$ cat src/rtl/sync_fifo_watermark.sv
// sync_fifo_watermark
//   Synchronous FIFO with fill count, programmable almost-full/almost-empty
//   watermarks, synchronous flush, sticky overflow/underflow flags and a
//   selectable standard or first-word-fall-through read port.
//
// Ports
//   clk_i          clock, rising edge
//   rst_n_i        asynchronous active-low reset
//   clr_i          synchronous flush (beats write_i/read_i)
//   write_i        write request, data on wr_data_i
//   read_i         read request (FWFT: pops the displayed word)
//   rd_data_o      read data (registered in standard mode)
//   full_o/empty_o count == DEPTH / count == 0
//   almost_full_o  count >= AF_LEVEL
//   almost_empty_o count <= AE_LEVEL
//   count_o        stored entries
//   overflow_o     sticky: a write was dropped
//   underflow_o    sticky: a read was rejected
module sync_fifo_watermark #(
  parameter int DATA_WIDTH = 8,
  parameter int DEPTH      = 16,
  parameter int FWFT       = 0,
  parameter int AF_LEVEL   = DEPTH - 2,
  parameter int AE_LEVEL   = 2
) (
  input  logic                    clk_i,
  input  logic                    rst_n_i,
  input  logic                    clr_i,
  input  logic                    write_i,
  input  logic [DATA_WIDTH-1:0]   wr_data_i,
  input  logic                    read_i,
  output logic [DATA_WIDTH-1:0]   rd_data_o,
  output logic                    full_o,
  output logic                    empty_o,
  output logic                    almost_full_o,
  output logic                    almost_empty_o,
  output logic [$clog2(DEPTH):0]  count_o,
  output logic                    overflow_o,
  output logic                    underflow_o
);
  localparam int AW = $clog2(DEPTH);
  localparam int CW = AW + 1;

  logic [DATA_WIDTH-1:0] r_mem [DEPTH];
  logic [AW-1:0]         r_wr_ptr, r_rd_ptr;
  logic [CW-1:0]         r_count, w_count_nxt;
  logic                  r_full, r_empty, r_af, r_ae, r_ovf, r_udf;
  logic                  w_rd_acc, w_wr_acc;

  // A read frees a slot in the same edge, so a full FIFO still accepts a
  // write alongside an accepted read. Reads only see stored data: no bypass.
  assign w_rd_acc = read_i && !r_empty;
  assign w_wr_acc = write_i && (!r_full || w_rd_acc);

  always_comb begin
    w_count_nxt = r_count;
    case ({w_wr_acc, w_rd_acc})
      2'b10:   w_count_nxt = r_count + CW'(1);
      2'b01:   w_count_nxt = r_count - CW'(1);
      default: w_count_nxt = r_count;
    endcase
  end

  // Status flags are derived from the next-state count so they are
  // registered on the same edge as count_o and never lag it.
  always_ff @(posedge clk_i or negedge rst_n_i) begin
    if (!rst_n_i) begin
      r_wr_ptr <= '0;
      r_rd_ptr <= '0;
      r_count  <= '0;
      r_full   <= 1'b0;
      r_empty  <= 1'b1;
      r_af     <= 1'b0;
      r_ae     <= 1'b1;
      r_ovf    <= 1'b0;
      r_udf    <= 1'b0;
    end else if (clr_i) begin
      r_wr_ptr <= '0;
      r_rd_ptr <= '0;
      r_count  <= '0;
      r_full   <= 1'b0;
      r_empty  <= 1'b1;
      r_af     <= 1'b0;
      r_ae     <= 1'b1;
      r_ovf    <= 1'b0;
      r_udf    <= 1'b0;
    end else begin
      if (w_wr_acc) r_wr_ptr <= r_wr_ptr + AW'(1);
      if (w_rd_acc) r_rd_ptr <= r_rd_ptr + AW'(1);
      r_count <= w_count_nxt;
      r_full  <= (w_count_nxt == CW'(DEPTH));
      r_empty <= (w_count_nxt == '0);
      r_af    <= (w_count_nxt >= CW'(AF_LEVEL));
      r_ae    <= (w_count_nxt <= CW'(AE_LEVEL));
      if (write_i && !w_wr_acc) r_ovf <= 1'b1;
      if (read_i && !w_rd_acc)  r_udf <= 1'b1;
    end
  end

  // Storage is not reset; only the pointers define what is valid.
  always_ff @(posedge clk_i) begin
    if (w_wr_acc && !clr_i) r_mem[r_wr_ptr] <= wr_data_i;
  end

  generate
    if (FWFT != 0) begin : g_fwft
      // Head word is shown as soon as it is stored; zero while empty.
      assign rd_data_o = r_empty ? '0 : r_mem[r_rd_ptr];
    end else begin : g_std
      logic [DATA_WIDTH-1:0] r_rd_data;
      always_ff @(posedge clk_i or negedge rst_n_i) begin
        if (!rst_n_i)      r_rd_data <= '0;
        else if (clr_i)    r_rd_data <= '0;
        else if (w_rd_acc) r_rd_data <= r_mem[r_rd_ptr];
      end
      assign rd_data_o = r_rd_data;
    end
  endgenerate

  assign full_o         = r_full;
  assign empty_o        = r_empty;
  assign almost_full_o  = r_af;
  assign almost_empty_o = r_ae;
  assign count_o        = r_count;
  assign overflow_o     = r_ovf;
  assign underflow_o    = r_udf;
endmodule

$ cat config.mk
export PLATFORM = sky130hd
export DESIGN_NAME = sync_fifo_watermark
export DESIGN_NICKNAME = d
export VERILOG_FILES = /design/src/rtl/sync_fifo_watermark.sv
export SDC_FILE = /design/constraint.sdc
export NUM_CORES = 1
export LEC_CHECK = 0
export CAP_MARGIN = 20
export CORE_ASPECT_RATIO = 0.7
export CORE_MARGIN = 2
export CORE_UTILIZATION = 40
export DETAILED_ROUTE_END_ITERATION = 7
export PLACE_DENSITY_LB_ADDON = 0.2
export SYNTH_ARGS = -nofsm -noshare
export SYNTH_HDL_FRONTEND = slang
export SYNTH_SLANG_ARGS = --single-unit
$ cat constraint.sdc
create_clock -name clk_i -period 5.2 [get_ports clk_i]
set_input_delay 0.52 -clock clk_i [delete_from_list [all_inputs] [get_ports clk_i]]
set_output_delay 0.52 -clock clk_i [all_outputs]
set_load 0.005 [all_outputs]
==> flow_summary.rst, run 1 <==
.. list-table::
   :header-rows: 1

   * - Metric
     - Value
   * - Worst setup path class
     - reg -> reg
   * - Clock slew at the register clock pins of the worst setup and hold paths
     - 70 ps
   * - Post-synthesis cell count
     - about 360
   * - Mean Syn Cell Area
     - 17.6 um^2
   * - I/O pins
     - 32
   * - Source-to-sink clock delay at the later pin of the worst-skew pair
     - 420 ps
   * - Power dissipated by switching net loads
     - ~0.71 mW
   * - Post-Route Setup TNS
     - 0 ps
   * - Synth Flop Type
     - edfxtp_1
   * - Power per unit of standard cell area
     - 406 nW/um^2
   * - Die Y
     - 109 um
   * - Cts bufs inserted
     - 17
   * - Maximum number of pins on one net before global-route repair
     - 36
   * - Vias post-DR
     - roughly 3300
   * - Slew at the pin with the worst max-slew slack
     - approximately 1100 ps
   * - Most common library cell in the layout ignoring fill and taps
     - edfxtp_1
   * - Storage cell area
     - 4520 um^2
   * - Inst Count DP
     - 570
   * - Post-detailed-route count of antenna-violating nets
     - 0
   * - Number of setup violations in the final report
     - 0
   * - Vias in the first global route
     - 3251
   * - Kind of end point of the critical path
     - flip-flop
   * - CTS-repair resized insts
     - 0
   * - Warnings from Yosys
     - 0
   * - Hold Crit Class
     - in -> async
   * - Net count of the finished layout
     - 413
   * - Part of the total power dissipated in the clock network
     - 41.3%
   * - Area of the multi-input gates
     - between 1500 and 2000 um^2
   * - Post-Syn Area
     - 6270 um^2
   * - I/O Buffers
     - 31
   * - Routed wirelength normalized by instance count
     - 21.7 um
   * - Placer's final routability congestion estimate
     - ~0.85
   * - Global-route usage over all layers
     - 16.6%
   * - # diodes
     - 0
   * - Drt via density
     - 5.39
   * - Sequential cell area fraction in the yosys report
     - between 70% and 80%
   * - Part of the total power dissipated in sequential elements
     - between 40% and 50%
   * - Power share of the combinational group
     - 10.5%
   * - # DRC
     - 0
   * - Crit Path Max Fanout
     - 14
   * - Max VDD drop
     - 0.000278 V
   * - Setup repair after global routing missed its margin
     - false
   * - Max Buffers Root-to-Sink
     - 2
   * - Arrival time at the worst endpoint
     - roughly 3600 ps
   * - EDFF count, synth
     - about 130
   * - Count of placed standard cells in the final layout, fillers left out
     - 605
   * - Number of iterations in the first detailed-routing pass
     - 5
   * - Depth of the worst register-to-register path
     - 10
   * - Worst slew margin
     - 29.7%
   * - Cell variety after synth
     - 38
   * - Starting density of the core
     - 40.7%
   * - CTS hold repair buffers
     - 0
   * - Leak Pwr
     - 2.46 nW
   * - Global-route wire length before repair
     - 20000 um
   * - Switching Share
     - 23.9%
   * - Sink Count
     - between 150 and 200
   * - Final Max Slew Viols
     - 0
   * - Final routed wirelength across all metal layers
     - 13100 um
   * - Core region area
     - 15400 um^2
   * - Minimum clock period after layout
     - about 3200 ps
   * - Largest clock skew in the final design
     - 9.27 ps
   * - Peak clock frequency supported by timing
     - 308 MHz
   * - Synth Net Count
     - 377
   * - Leftover overflow at the end of global routing
     - 0
   * - Standard-cell row count
     - 38
   * - Layout cells sized above 1
     - 18.5%
   * - H-tree depth reported by CTS
     - 4
   * - Number of buffers inserted to repair setup after CTS
     - 0
   * - Area enclosed by the die boundary
     - 16700 um^2
   * - Filler cells
     - ~1300
   * - Cell internal pwr
     - about 2.3 mW
   * - Area added between synthesis and finish
     - 17.2%
   * - Fraction of registers with async set or reset after synthesis
     - 17.4%
   * - Status
     - finished, final reports clean
   * - Clock Tree Root
     - clkbuf_16
   * - Most frequent cells in the layout
     - 128 x edfxtp_1, 32 x mux4_2, 31 x clkdlybuf4s50_1
   * - Launching element type of the critical path
     - flip-flop
   * - TritonCTS clock tree
     - built
   * - Required time of the critical path
     - 5510 ps
   * - Die span in x
     - between 150 and 200 um
   * - Count of final hold-check violations
     - 0
   * - Antenna violations before repair
     - 0
   * - DR iter-0 viols
     - 295
   * - Flip-flop and latch count after synthesis
     - 155
   * - Reported max-cap violation count
     - 0
   * - Portion of the clock cycle consumed by the worst path in the final layout
     - 62.4%
   * - Detailed-placement wirelength estimate
     - between 8000 and 9000 um
==> cell families after synthesis <==
kind of cell | count (synthesis) | synth area share [%]
AOI/OAI and AO/OA | 52 | 5.65
xor gates and xnor gates | 10 | 1.40
adders and majority gates | 8 | 1.60
buffers and inverters | 26 | 2.26
DFF | 155 | 72.1
muxes | 34 | 11.8
and+or+nand+nor | 71 | 5.15
==> per-stage QoR <==
step / setup slack, ps / hold slack (ps) / util, % / power [mW] / cell area (um^2)
4_1_cts: 1970 / 470 / 47.6 / 3.00 / 7330
3_5_place_dp: 1550 / 501 / 43.7 / 1.78 / 6740
5_1_grt: 1570 / 512 / 47.7 / 3.09 / 7350
2_1_floorplan: 2590 / 224 / - / 1.66 / 6270
6_report: 1950 / 474 / 47.7 / 2.98 / 7350
3_3_place_gp: 1620 / 475 / 43.7 / 1.77 / 6730
==> cells in the mapped netlist (4+ instances only) <==
cell      count  share of area [%]
a21oi_1      13                1.0
nor3_1        5               0.40
xnor2_1       4               0.56
nand2_1      22                1.3
nor2b_1       5               0.50
a31oi_1       4               0.40
o21ai_1       8               0.64
buf_2         4               0.32
ha_1          8                1.6
nor2_1       27                1.6
a22o_1       16                2.2
dfrtp_1      25                 10
edfxtp_1    128                 61
clkbuf_1      9               0.54
mux4_2       32                 11
inv_1         5               0.30
buf_6         4               0.72
xor2_1        6               0.84
nand2b_1      4               0.40
==> state kept, by name, summed over array words and instances (netlist names) <==
register and cells:
empty_o 1, r_wr_ptr 4, almost_full_o 1, count_o 5
full_o 1, r_rd_ptr 4, r_mem 128, almost_empty_o 1
underflow_o 1, rd_data_o 8, overflow_o 1
==> cell type report <==
| cell class | count | share of cell area [%] |
|---|---|---|
| repair buffers | 38 | 4.87 |
| multi-input cells | 175 | 21.8 |
| clock inverters | 15 | 2.26 |
| clock buffers | 17 | 5.79 |
| well taps | 200 | 3.41 |
| flip-flops and latches | 155 | 61.6 |
| inverters | 5 | 0.255 |
==> layer usage <==
layer	part of all wire [%]	vias up	GRT usage (%)
li1	-	1461	-
met3	5.4	9	3.86
met2	44	95	23.4
met5	0	-	0
met1	49	1693	25.4
met4	0.74	0	5.24
==> worst paths after layout <==
check,from,endpoint,slack (ps)
max in group asynchronous,rst_n_i,empty_o$_DFF_PN1_,4430
min in group clk_i,underflow_o$_DFFE_PN0P_,underflow_o$_DFFE_PN0P_,510
min reg2reg,underflow_o$_DFFE_PN0P_,underflow_o$_DFFE_PN0P_,510
max reg2reg,empty_o$_DFF_PN1_,full_o$_DFF_PN0_,1950
max,empty_o$_DFF_PN1_,full_o$_DFF_PN0_,1950
min,rst_n_i,count_o[2]$_DFF_PN0_,470
==> critical path, cell delays in order (launching register included) <==
cell,delay [ps]
dfstp_2,540
nand2b_1,400
inv_1,340
ha_1,370
xor2_1,190
ha_1,230
a21oi_1,160
mux2i_1,240
xor2_1,340
nand2_1,80
nor4b_1,240
==> power groups by stage <==
| stage | logic [mW] | clock network (mW) | registers [mW] |
|---|---|---|---|
| 2_1_floorplan | 0.235 | 0 | 1.43 |
| 3_3_place_gp | 0.310 | 0 | 1.46 |
| 3_5_place_dp | 0.313 | 0 | 1.46 |
| 4_1_cts | 0.314 | 1.25 | 1.44 |
| 5_1_grt | 0.344 | 1.30 | 1.45 |
| 6_report | 0.313 | 1.23 | 1.44 |
No activity file was read; power rests on OpenSTA's default activity.
==> run 2: changes to the inputs <==
- clock period: 5.2 -> 3.23 ns (I/O delays scaled with it)
==> run 2 against run 1 <==
Worst hold slack worse by 31 ps. Die area unchanged. Clock power up 71%. Critical path depth up 1. Sequential share of layout area down 2.0 points. Highest routed layer unchanged.
==> flow_summary.rst, run 2 (synthesis gave the netlist of run 1 again) <==
.. list-table::
   :header-rows: 1

   * - Metric
     - Value
   * - Number of iterations in the first detailed-routing pass
     - 4
   * - Detailed-placement wirelength estimate
     - 8600 um
   * - DR iter-0 viols
     - between 300 and 400
   * - Area of the multi-input gates
     - approximately 1600 um^2
   * - Count of final hold-check violations
     - 0
   * - Source-to-sink clock delay at the later pin of the worst-skew pair
     - 410 ps
   * - CTS-repair resized insts
     - 0
   * - Core region area
     - 15400 um^2
   * - # DRC
     - 0
   * - Depth of the worst register-to-register path
     - 11
   * - Routed wirelength normalized by instance count
     - between 20 and 25 um
   * - Standard-cell row count
     - 38
   * - Vias in the first global route
     - 3339
   * - Worst slew margin
     - 36.5%
   * - Count of placed standard cells in the final layout, fillers left out
     - 628
   * - Leak Pwr
     - 2.62 nW
   * - Crit Path Max Fanout
     - 6
   * - Peak clock frequency supported by timing
     - 346 MHz
   * - H-tree depth reported by CTS
     - 4
   * - Reg2Reg Capture Point
     - full_o$_DFF_PN0_
   * - Area added between synthesis and finish
     - 21.1%
   * - Drt via density
     - 5.32
   * - Area of placed instances
     - 6970 um^2
   * - # diodes
     - 0
   * - Filler cells
     - about 1300
   * - R2r setup slk
     - 340 ps
   * - Minimum clock period after layout
     - approximately 2900 ps
   * - Die span in x
     - 154 um
   * - Global-route wire length before repair
     - 19500 um
   * - Most frequent cells in the layout
     - 128 x edfxtp_1, 32 x mux4_2, 31 x clkdlybuf4s50_1
   * - Number of buffers inserted to repair setup after CTS
     - 0
   * - Number of setup violations in the final report
     - 0
   * - Antenna violations before repair
     - 0
   * - Portion of the clock cycle consumed by the worst path in the final layout
     - 89.4%
   * - Die Y
     - 109 um
   * - CTS hold repair buffers
     - 0
   * - Max FFs per register
     - 128
   * - Inst Count DP
     - 597
   * - Arrival time at the worst endpoint
     - between 3000 and 4000 ps
   * - Global-route usage over all layers
     - 16.2%
   * - TritonCTS clock tree
     - built
   * - Final routed wirelength across all metal layers
     - approximately 13000 um
   * - Launch point of the worst reg-to-reg path
     - empty_o$_DFF_PN1_
   * - I/O pins
     - 32
   * - Max VDD drop
     - about 0.00031 V
   * - Vias post-DR
     - 3341
   * - Worst slack after detailed placement
     - 135 ps
   * - Clock Tree Root
     - clkbuf_16
   * - Max Buffers Root-to-Sink
     - 2
   * - Final cell area excluding filler cells
     - 7590 um^2
   * - Starting density of the core
     - 40.7%
   * - Hold Crit Class
     - in -> async
   * - Register with the most flip-flops
     - r_mem
   * - Cts bufs inserted
     - 17
   * - Required time of the critical path
     - 3520 ps
   * - Most common library cell in the layout ignoring fill and taps
     - edfxtp_1
   * - Placer's final routability congestion estimate
     - ~0.77
   * - Clock slew at the register clock pins of the worst setup and hold paths
     - 70 ps
   * - Maximum number of pins on one net before global-route repair
     - 31
   * - Power per unit of standard cell area
     - 654 nW/um^2
   * - Final Max Slew Viols
     - 0
   * - Layout cells sized above 1
     - ~23%
   * - Status
     - finished, final reports clean
   * - Setup repair after global routing missed its margin
     - false
   * - Sink Count
     - 155
   * - Post-Route Setup TNS
     - 0 ps
   * - Post-detailed-route count of antenna-violating nets
     - 0
   * - Slew at the pin with the worst max-slew slack
     - 949 ps
   * - Kind of end point of the critical path
     - flip-flop
   * - Least setup slack across all paths after layout
     - 341 ps
   * - Net count of the finished layout
     - 437
   * - I/O Buffers
     - 31
   * - Worst setup path class
     - reg -> reg
   * - Area enclosed by the die boundary
     - approximately 17000 um^2
   * - Launching element type of the critical path
     - flip-flop
   * - Reported max-cap violation count
     - 0
   * - Total power
     - 4.96 mW
   * - Storage cell area
     - 4520 um^2
   * - Leftover overflow at the end of global routing
     - 0
   * - Largest clock skew in the final design
     - 13.0 ps
-- run 2: cell count changes in the layout (fill, tap and decap cells not counted) --
cell,delta
buf_12,+2
buf_2,-2
buf_4,+25
bufinv_16,+1
clkbuf_4,-1
clkinv_2,-1
clkinv_4,-5
clkinvlp_2,-1
clkinvlp_4,-2
inv_6,+3
inv_8,+4
-- run 2: layout make-up --
| class | count | share of cell area, % |
|---|---|---|
| repair buffers | 62 | 7.48 |
| flip-flops and latches | 155 | 59.6 |
| multi-input cells | 175 | 21.2 |
| well taps | 200 | 3.30 |
| clock buffers | 17 | 5.61 |
| inverters | 5 | 0.247 |
| clock inverters | 14 | 2.62 |
-- run 2: report_power, final --
group | internal (mW) | total [mW] | switching (mW) | leakage, nW
Combinational | 0.302 | 0.560 | 0.258 | 0.800
Clock | 1.25 | 2.10 | 0.849 | 0.309
Sequential | 2.23 | 2.30 | 0.0728 | 1.51
Total | 3.78 | 4.96 | 1.18 | 2.62
-- run 2: through the flow --
step / utilization [%] / hold slack, ps
5_1_grt: 49.3 / 511
2_1_floorplan: - / 27.4
3_3_place_gp: 45.2 / 476
6_report: 49.3 / 442
3_5_place_dp: 45.2 / 487
4_1_cts: 49.3 / 470
-- run 2: per-layer routing --
| metal | track usage (%) | share of wire, % |
|---|---|---|
| met4 | 4.33 | 0.24 |
| met5 | 0 | 0 |
| met1 | 24.5 | 50 |
| met2 | 23.8 | 45 |
| met3 | 3.58 | 4.5 |
-- run 2: how the worst max path moves through the flow --
stage	from	to	slack, ps	depth (start not counted)
after floorplan	empty_o$_DFF_PN1_	full_o$_DFF_PN0_	620	11
after global placement	read_i	full_o$_DFF_PN0_	270	12
after detailed placement	read_i	full_o$_DFF_PN0_	140	12
after CTS	empty_o$_DFF_PN1_	full_o$_DFF_PN0_	350	11
after global routing	empty_o$_DFF_PN1_	full_o$_DFF_PN0_	100	11
final	empty_o$_DFF_PN1_	full_o$_DFF_PN0_	340	11
-- run 2: critical path, stage by stage (launching register included) --
cell,delay (ps)
dfstp_2,540
nand2b_1,210
buf_4,180
inv_1,50
ha_1,260
xor2_1,180
ha_1,230
a21oi_1,160
mux2i_1,240
xor2_1,310
nand2_1,90
nor4b_1,310
==> run 3: changes to the inputs <==
- CORE_MARGIN: 2 -> 8
- clock period: 3.23 -> 2.5 ns (I/O delays scaled with it)
==> run 3 against run 2 <==
Sequential share of layout area down 0.46 points. Register-to-register slack worse by 190 ps. First-iteration DRC count up 16%. Utilization up 0.38 points. Fmax up 23%. Highest routed layer unchanged. Setup slack worse by 190 ps. Non-clock buffer count up 9.
==> flow_summary.rst, run 3 (synthesis gave the netlist of run 1 again) <==
.. list-table::
   :header-rows: 1

   * - Metric
     - Value
   * - Status
     - finished, final reports clean
   * - Total power
     - 6.36 mW
   * - Starting density of the core
     - between 40 and 50%
   * - Most frequent cells in the layout
     - 128 x edfxtp_1, 39 x buf_4, 32 x mux4_2
   * - Hold Crit Class
     - in -> async
   * - # DRC
     - 0
   * - Required time of the critical path
     - 2820 ps
   * - Sink Count
     - 155
   * - Number of buffers inserted to repair setup after CTS
     - 0
   * - Max FFs per register
     - around 130
   * - Power per unit of standard cell area
     - 831 nW/um^2
   * - Final Max Slew Viols
     - 0
   * - Cts bufs inserted
     - 17
   * - Max Buffers Root-to-Sink
     - 2
   * - Placer's final routability congestion estimate
     - 0.781
   * - Crit Path Max Fanout
     - 4
   * - Largest clock skew in the final design
     - 11.3 ps
   * - Detailed-placement wirelength estimate
     - between 9000 and 10000 um
   * - Final routed wirelength across all metal layers
     - 13600 um
   * - Peak clock frequency supported by timing
     - around 430 MHz
   * - DR iter-0 viols
     - 398
   * - Slew at the pin with the worst max-slew slack
     - between 800 and 900 ps
   * - Maximum number of pins on one net before global-route repair
     - 36
   * - Standard-cell row count
     - 38
   * - H-tree depth reported by CTS
     - 4
   * - Setup repair after global routing missed its margin
     - false
   * - Inst Count DP
     - 606
   * - Source-to-sink clock delay at the later pin of the worst-skew pair
     - roughly 420 ps
   * - Die span in x
     - 166 um
   * - Launching element type of the critical path
     - flip-flop
   * - I/O Buffers
     - 31
   * - Antenna violations before repair
     - 0
   * - Final core utilization
     - 49.7%
   * - Count of placed standard cells in the final layout, fillers left out
     - 637
   * - Number of iterations in the first detailed-routing pass
     - 4
   * - TritonCTS clock tree
     - built
   * - Launch point of the worst reg-to-reg path
     - empty_o$_DFF_PN1_
   * - Post-detailed-route count of antenna-violating nets
     - 0
   * - Global-route wire length before repair
     - ~21000 um
   * - Post-Route Setup TNS
     - 0 ps
   * - Core region area
     - 15400 um^2
   * - Register with the most flip-flops
     - r_mem
   * - Max VDD drop
     - 0.000420 V
   * - I/O pins
     - 32
   * - Worst setup path class
     - reg -> reg
   * - Area enclosed by the die boundary
     - 20000 um^2
   * - CTS hold repair buffers
     - 0
   * - Most common library cell in the layout ignoring fill and taps
     - edfxtp_1
   * - R2r setup slk
     - 150 ps
   * - Vias post-DR
     - 3400
   * - Area added between synthesis and finish
     - 22.0%
   * - Leftover overflow at the end of global routing
     - 0
   * - Worst slew margin
     - a little under half
   * - Kind of end point of the critical path
     - flip-flop
   * - Number of setup violations in the final report
     - 0
   * - Arrival time at the worst endpoint
     - about 2700 ps
   * - Vias in the first global route
     - between 3000 and 4000
   * - Worst hold margin
     - 212 ps
   * - Layout cells sized above 1
     - 25.4%
   * - Global-route usage over all layers
     - 14.0%
   * - Minimum clock period after layout
     - approximately 2400 ps
   * - Filler cells
     - about 1300
   * - Routed wirelength normalized by instance count
     - 21.4 um
   * - Reg2Reg Capture Point
     - full_o$_DFF_PN0_
   * - Reported max-cap violation count
     - 0
   * - Clock Tree Root
     - clkbuf_16
   * - Drt via density
     - 5.34
   * - Leak Pwr
     - 2.66 nW
   * - Net count of the finished layout
     - 446
   * - Count of final hold-check violations
     - 0
   * - # diodes
     - 0
   * - Die Y
     - 121 um
   * - Clock slew at the register clock pins of the worst setup and hold paths
     - approximately 70 ps
   * - Depth of the worst register-to-register path
     - 11
   * - Portion of the clock cycle consumed by the worst path in the final layout
     - 94.0%
## run 3: cell types whose count changed in the layout (fill, tap and decap cells not counted), sizes merged
cell	previous run	this run
clkinvlp	0	1
clkinv	0	4
bufinv	3	2
inv	16	12
buf	31	40
## run 3: power breakdown
group          switching, mW  total [mW]  leakage (nW)  internal, mW
combinational          0.387       0.803         0.848         0.416
sequential            0.0615        2.94          1.51          2.88
clock                   1.11        2.62         0.293          1.51
## run 3: what timing repair did
item                       in CTS  in global routing
hold endpoints to repair        0                  0
gates resized for setup         0                  4
gates cloned                    0                  0
setup endpoints to repair       1                  5
pin swaps                       0                  0
## run 3: critical path: stages (launching register included)
cell and delay, ps:
dfstp_2 370, nand2b_4 150, a21boi_2 150, inv_1 70
ha_2 180, xor2_1 160, ha_1 230, a21oi_1 160
mux2i_1 230, xor2_1 230, nand2_1 100, nor4b_2 220
## run 3: area by class of cell
class | count | area, um^2 | area share [%]
inverter | 5 | 18.8 | 0.245
multi-input combinational | 175 | 1630 | 21.3
clock inverter | 14 | 179 | 2.34
sequential | 155 | 4520 | 59.1
timing repair buffer | 71 | 623 | 8.15
clock buffer | 17 | 425 | 5.56
tap | 200 | 250 | 3.27
## run 3: how the worst max path moves through the flow
stage	slack (ps)	to	depth (start not counted)	startpoint
after floorplan	20	full_o$_DFF_PN0_	11	empty_o$_DFF_PN1_
after global placement	-180	empty_o$_DFF_PN1_	12	read_i
after detailed placement	-280	full_o$_DFF_PN0_	12	read_i
after CTS	-0.4	full_o$_DFF_PN0_	11	empty_o$_DFF_PN1_
after global routing	10	full_o$_DFF_PN0_	8	empty_o$_DFF_PN1_
final	150	full_o$_DFF_PN0_	11	empty_o$_DFF_PN1_
## run 3: through the flow
step	setup slack [ps]	area [um^2]
2_1_floorplan	20.0	6280
3_3_place_gp	-183	7030
3_5_place_dp	-282	7030
4_1_cts	-0.445	7630
5_1_grt	12.2	7650
6_report	149	7650
## run 3: metal layers
metal / part of all wire (%) / global-route usage [%]
met5: 0 / 0
met4: 0.95 / 4.55
met3: 4.9 / 4.15
met2: 44 / 20.5
met1: 50 / 19.8
